--- config.mk ---
export PLATFORM = sky130hd
export DESIGN_NAME = i_execute
export DESIGN_NICKNAME = d
export VERILOG_FILES = /design/src/rtl/i_execute.sv
export SDC_FILE = /design/constraint.sdc
export NUM_CORES = 1
export LEC_CHECK = 0
export ABC_AREA = 0
export BUFFER_PORTS_ARGS = -buffer_cell sky130_fd_sc_hd__clkbuf_2
export CAP_MARGIN = 10
export CORE_MARGIN = 5
export CORE_UTILIZATION = 30
export DETAILED_ROUTE_END_ITERATION = 7
export HOLD_SLACK_MARGIN = 0.1
export RECOVER_POWER = 100
export SLEW_MARGIN = 20
export SYNTH_ARGS = -nofsm -noshare
export SYNTH_HDL_FRONTEND = slang
export SYNTH_SLANG_ARGS = --single-unit
--- constraint.sdc ---
create_clock -name clk -period 3.65 [get_ports clk]
set_input_delay 0.73 -clock clk [delete_from_list [all_inputs] [get_ports clk]]
set_output_delay 0.73 -clock clk [all_outputs]
set_load 0.1 [all_outputs]
--- src/rtl/i_execute.sv ---
// rtl/i_execute.sv - pipeline execute stage: ALU, branch target, EX/MEM latch, iterative signed multiplier
module i_execute (
  input  logic        clk,
  input  logic        rst_n,
  input  logic        ID_EX_valid,
  input  logic [31:0] ID_EX_npc,
  input  logic [31:0] ID_EX_readdat1,
  input  logic [31:0] ID_EX_readdat2,
  input  logic [31:0] ID_EX_sign_ext,
  input  logic [4:0]  ID_EX_instr_2016,
  input  logic [4:0]  ID_EX_instr_1511,
  input  logic [1:0]  ID_EX_wb_ctl,
  input  logic [2:0]  ID_EX_m_ctl,
  input  logic [3:0]  ID_EX_ex_ctl,
  input  logic        flush,
  output logic        ex_stall,
  output logic        EX_MEM_valid,
  output logic [1:0]  EX_MEM_wb_ctl,
  output logic [2:0]  EX_MEM_m_ctl,
  output logic [31:0] EX_MEM_branch_target,
  output logic        EX_MEM_zero,
  output logic [31:0] EX_MEM_alu_result,
  output logic [31:0] EX_MEM_readdat2,
  output logic [4:0]  EX_MEM_dest
);

  typedef enum logic [1:0] {S_IDLE, S_MUL, S_DONE} state_t;

  state_t      state, state_nx;
  logic [4:0]  cnt;
  logic [63:0] acc;
  logic [63:0] mcand;
  logic [31:0] mplier;
  logic        sign;
  logic [31:0] hi, lo;

  logic        regdst, alusrc;
  logic [1:0]  aluop;
  logic [5:0]  funct;
  logic [31:0] op_a, op_b;
  logic [31:0] alu_result;
  logic        is_mult, accept;
  logic [31:0] a_mag, b_mag;
  logic [63:0] product;
  logic [31:0] branch_target;
  logic [4:0]  dest;

  assign regdst = ID_EX_ex_ctl[3];
  assign aluop  = ID_EX_ex_ctl[2:1];
  assign alusrc = ID_EX_ex_ctl[0];
  assign funct  = ID_EX_sign_ext[5:0];
  assign op_a   = ID_EX_readdat1;
  assign op_b   = alusrc ? ID_EX_sign_ext : ID_EX_readdat2;
  assign dest   = regdst ? ID_EX_instr_1511 : ID_EX_instr_2016;
  assign branch_target = ID_EX_npc + {ID_EX_sign_ext[29:0], 2'b00};

  assign is_mult = (aluop == 2'b10) && (funct == 6'b011000);
  assign accept  = (state == S_IDLE) && ID_EX_valid && is_mult && !flush;
  // Gated by rst_n so the stall reads low while reset is held, whatever ID/EX holds.
  assign ex_stall = rst_n && (accept || (state == S_MUL));

  // Negating 0x80000000 in 32 bits yields 0x80000000, which is the correct unsigned magnitude.
  assign a_mag   = ID_EX_readdat1[31] ? (32'd0 - ID_EX_readdat1) : ID_EX_readdat1;
  assign b_mag   = ID_EX_readdat2[31] ? (32'd0 - ID_EX_readdat2) : ID_EX_readdat2;
  assign product = sign ? (64'd0 - acc) : acc;

  always_comb begin
    alu_result = 32'd0;
    case (aluop)
      2'b00: alu_result = op_a + op_b;
      2'b01: alu_result = op_a - op_b;
      2'b10: begin
        case (funct)
          6'b100000: alu_result = op_a + op_b;
          6'b100010: alu_result = op_a - op_b;
          6'b100100: alu_result = op_a & op_b;
          6'b100101: alu_result = op_a | op_b;
          6'b101010: alu_result = {31'd0, ($signed(op_a) < $signed(op_b))};
          6'b010000: alu_result = hi;
          6'b010010: alu_result = lo;
          default:   alu_result = 32'd0;
        endcase
      end
      default: alu_result = 32'd0;
    endcase
  end

  always_comb begin
    state_nx = state;
    case (state)
      S_IDLE: if (accept) state_nx = S_MUL;
      S_MUL: begin
        if (flush)              state_nx = S_IDLE;
        else if (cnt == 5'd31)  state_nx = S_DONE;
      end
      S_DONE:  state_nx = S_IDLE;
      default: state_nx = S_IDLE;
    endcase
  end

  always_ff @(posedge clk or negedge rst_n) begin
    if (!rst_n) begin
      state  <= S_IDLE;
      cnt    <= 5'd0;
      acc    <= 64'd0;
      mcand  <= 64'd0;
      mplier <= 32'd0;
      sign   <= 1'b0;
      hi     <= 32'd0;
      lo     <= 32'd0;
    end else begin
      state <= state_nx;
      case (state)
        S_IDLE: begin
          if (accept) begin
            mcand  <= {32'd0, a_mag};
            mplier <= b_mag;
            acc    <= 64'd0;
            cnt    <= 5'd0;
            sign   <= ID_EX_readdat1[31] ^ ID_EX_readdat2[31];
          end
        end
        S_MUL: begin
          // One shift-add step: add the shifted multiplicand when the current multiplier bit is set.
          if (!flush) begin
            acc    <= acc + (mplier[0] ? mcand : 64'd0);
            mcand  <= {mcand[62:0], 1'b0};
            mplier <= {1'b0, mplier[31:1]};
            cnt    <= cnt + 5'd1;
          end
        end
        S_DONE: begin
          if (!flush) begin
            hi <= product[63:32];
            lo <= product[31:0];
          end
        end
        default: ;
      endcase
    end
  end

  always_ff @(posedge clk or negedge rst_n) begin
    if (!rst_n) begin
      EX_MEM_valid         <= 1'b0;
      EX_MEM_wb_ctl        <= 2'd0;
      EX_MEM_m_ctl         <= 3'd0;
      EX_MEM_branch_target <= 32'd0;
      EX_MEM_zero          <= 1'b0;
      EX_MEM_alu_result    <= 32'd0;
      EX_MEM_readdat2      <= 32'd0;
      EX_MEM_dest          <= 5'd0;
    end else if (flush || !ID_EX_valid || ex_stall) begin
      EX_MEM_valid         <= 1'b0;
      EX_MEM_wb_ctl        <= 2'd0;
      EX_MEM_m_ctl         <= 3'd0;
      EX_MEM_branch_target <= 32'd0;
      EX_MEM_zero          <= 1'b0;
      EX_MEM_alu_result    <= 32'd0;
      EX_MEM_readdat2      <= 32'd0;
      EX_MEM_dest          <= 5'd0;
    end else begin
      // A mult only gets here in its DONE cycle; it writes HI/LO, never the register file.
      EX_MEM_valid         <= 1'b1;
      EX_MEM_wb_ctl        <= is_mult ? {1'b0, ID_EX_wb_ctl[0]} : ID_EX_wb_ctl;
      EX_MEM_m_ctl         <= ID_EX_m_ctl;
      EX_MEM_branch_target <= branch_target;
      EX_MEM_zero          <= (alu_result == 32'd0);
      EX_MEM_alu_result    <= alu_result;
      EX_MEM_readdat2      <= ID_EX_readdat2;
      EX_MEM_dest          <= dest;
    end
  end

endmodule

==> flow_summary.ini <==
[logic_synthesis]
synth_area_sq_um = 26300
avgSynthCellArea_sq_um = 8.26
synthTopCellsByArea = dfrtp_1, ha_1, o21ai_0, nand2_1, xor2_1
yosysWarningCount = 0
yosysTopAreaCell = dfrtp_1
yosysTopAreaCellShare = 0.324
yosysSeqAreaShare = 0.324
yosysUniqueCellTypes = 83
synthArstFlopShare = 1.00
synth_seq_cells = 340
synth_edf_count = 0
synth_nets = 3560
synth_flop_cell = dfrtp_1
syn-instance-count = 3184

[sta]
slew-limit-headroom = -0.494
hold_viol_final = 0
setup_slack_ns = -0.400
hold_ws_ns = 0.331
worst_pin_slew_ns = 2.24
max_freq_mhz = 247
rsz0062_at_grt = true
setup_viol = 29
finalCriticalPeriod_ns = 4.05
clock_skew_ns = 0.0370
finalMaxSlewViolations = 162
fin_crit_sh = 1.11

[critical_path]
reg2reg_from = acc[29]$_DFFE_PN0P_
crit_type = primary input to flip-flop
worstPathCellList = clkbuf_2, buf_4, nor4b_2, and2_1, buf_4, buf_4, a22oi_1, o21ai_0, a21oi_1, o22ai_2, nand4b_1, nor4bb_1, buf_4, nand4_1, nor4_2, nand4_1, nor4bb_1
slowest_delay_ns = 0.36
crit_arrival_ns = 4.54
critPathSlowestCell = and2_1
cp-start-kind = primary input
worstRegToRegCells = 11
worst-path-buf-inv = 5
crit_top_cell = buf_4
cpLargestDelayFamily = simple AND/OR/NAND/NOR gates
reg2reg_to = hi[20]$_DFFE_PN0P_
cp.required_ns = 4.14
end_kind = flip-flop
cp_max_fo = 9
ff2ff_setup_slack_ns = -0.38

[grt]
grt_overflow = 0
first_global_vias = 26400
grtUsageTotal = 0.220
antenna_found_initial = 8
grt_start_max_net_pins = 159
grt_pass1_wl_um = 163000

[place]
place.gp.congestion = 0.971
io_buffers = 259
dp_hpwl_um = 85600
place_area_sq_um = 34400
dp_slack_ns = -1.38

[power]
swShare = 0.338
p_switching_w = 0.00423
pwr-share-comb = 0.319
p_leak_nw = 17.8
finalPower_w = 0.0125
peakVddDrop_uv = 342
clkPwrFrac = 0.360
power_density_nw_per_um2 = 330
power.share.sequential = 0.321
power.internal_w = 0.00828

[status]
status = finished with violations
violations = max-capacitance violations, max-slew violations, negative setup slack

[final_layout]
layout_common_cells = buf_4, nand2_1, dfrtp_1, o21ai_0, nor2_1
area_growth_syn_to_layout_pct = 44.1
final_util = 0.436
layout_commonest_cell = buf_4
drive_gt1_frac = 0.311
layout.nets = 4466
final_cell_area_sq_um = 37900

[clocking]
htreeDepth = 2
clkSinkCount = 340
root_buffer = clkbuf_16
clock_path_buffers = 3
clk_pin_slew_ns = 0.06
cts_buffers = 44
clkLatencyLatePin_ns = 0.61
cts_tree = built

[drt]
viasPerCell = 5.18
wire_per_inst_um = 20.6
drt_first_pass_iters = 5
drtAntennaViolNets = 0
drc_errors = 0
vias = 27300
routed_wl_um = 109000
drt_iter0_markers = 2278

[job]
maxCapViolations = 3

[floorplanning]
die_h_um = 306
coreArea_sq_um = 86900
die_width_um = 306
initial_utilization = 0.303
dieArea_sq_um = 93700
row_count = 108
ios = 260

[hold_path]
hp-start = ID_EX_wb_ctl[0]
hold_depth = 2
hp-class = primary input to flip-flop
min_to = EX_MEM_wb_ctl[0]$_DFF_PN0_
## state kept, by name, summed over array words and instances, names as in the netlist
name                  count
acc                      64
mcand                    64
EX_MEM_alu_result        32
EX_MEM_branch_target     32
EX_MEM_readdat2          32
hi                       32
lo                       32
mplier                   32
EX_MEM_dest               5
cnt                       5
EX_MEM_m_ctl              3
EX_MEM_wb_ctl             2
state                     2
EX_MEM_valid              1
EX_MEM_zero               1
sign                      1
## synth_stat cells, types with 11 or more instances
| library cell | count |
|---|---|
| nand2_1 | 380 |
| dfrtp_1 | 340 |
| o21ai_0 | 312 |
| nor2_1 | 227 |
| ha_1 | 221 |
| a21oi_1 | 219 |
| clkbuf_1 | 173 |
| xor2_1 | 128 |
| inv_1 | 122 |
| and2_1 | 114 |
| xnor2_1 | 99 |
| nand3_1 | 87 |
| a21o_1 | 68 |
| o31ai_1 | 52 |
| mux2i_1 | 44 |
| nor3_1 | 42 |
| or3_1 | 37 |
| o21bai_1 | 35 |
| nand4_1 | 31 |
| o21a_1 | 31 |
| nor2b_1 | 26 |
| a31oi_1 | 23 |
| nand2b_1 | 23 |
| a221oi_1 | 20 |
| a222oi_1 | 20 |
| o41ai_1 | 19 |
| a211oi_1 | 18 |
| nor4_1 | 18 |
| a22oi_1 | 16 |
| and3_1 | 14 |
| or4_1 | 14 |
| buf_1 | 13 |
| o211ai_1 | 13 |
| a211o_1 | 11 |
| o221ai_1 | 11 |
## power by group through the flow
| stage | registers (W) | logic [W] | clock network (W) |
|---|---|---|---|
| 3_3_place_gp | 0.00407 | 0.00362 | 0 |
| 6_report | 0.00401 | 0.00399 | 0.00451 |
| 5_1_grt | 0.00402 | 0.00427 | 0.00475 |
| 2_1_floorplan | 0.00456 | 0.00148 | 0 |
| 3_5_place_dp | 0.00407 | 0.00362 | 0 |
| 4_1_cts | 0.00401 | 0.00390 | 0.00462 |
## per-layer routing
metal / track usage / share of wire
met4: 0.0729 / 0.037
met2: 0.363 / 0.46
met1: 0.302 / 0.45
met3: 0.0261 / 0.054
met5: 0 / 0.00012
## through the flow
stage | std cells | TNS, ns
3_5_place_dp | 5137 | -33.75
3_3_place_gp | 5137 | -32.13
2_1_floorplan | 3184 | -1.66
6_report | 5281 | -5.28
5_1_grt | 5280 | -53.06
4_1_cts | 5264 | -3.77
## layout make-up
class / count / area (sq um)
Fill cell: 8568 / 49000
Timing Repair Buffer: 1047 / 7470
Inverter: 122 / 472
Tap cell: 1155 / 1450
Clock buffer: 58 / 1230
Clock inverter: 21 / 260
Sequential cell: 340 / 8510
Multi-Input combinational cell: 2535 / 18500
Antenna cell: 3 / 7.51
## kinds of logic (layout without fill, tap and decap cells)
group           count (synthesis)  count (layout)  synth area share
fa+ha+maj                     225             225             0.108
xor+xnor                      227             227            0.0756
flops                         340             340             0.324
other cells                     0               3                 0
compound gates                979             979             0.238
mux                            45              45            0.0172
simple gates                 1059            1059             0.193
buf+inv                       309            1248            0.0442
## repair_timing
| action | CTS | global route |
|---|---|---|
| resized for setup | 216 | 163 |
| pin swaps | 104 | 105 |
| gates cloned | 3 | 0 |
| hold buffers | 0 | 0 |
| setup endpoints to repair | 55 | 65 |
| buffers inserted | 49 | 21 |
## worst max path at each step
| stage | startpoint | end | slack [ns] | cells past startpoint |
|---|---|---|---|---|
| after global placement | ID_EX_ex_ctl[0] | EX_MEM_zero$_DFF_PN0_ | -1.33 | 17 |
| after global routing | mplier[0]$_DFFE_PN0P_ | acc[63]$_DFFE_PN0P_ | -0.48 | 16 |
| after detailed placement | ID_EX_ex_ctl[0] | EX_MEM_zero$_DFF_PN0_ | -1.38 | 17 |
| final | ID_EX_sign_ext[4] | EX_MEM_zero$_DFF_PN0_ | -0.40 | 17 |
| after floorplan | ID_EX_ex_ctl[0] | EX_MEM_zero$_DFF_PN0_ | -0.36 | 18 |
| after CTS | acc[29]$_DFFE_PN0P_ | hi[28]$_DFFE_PN0P_ | -0.32 | 11 |
Note: power is estimated with default switching activity, not from simulation.
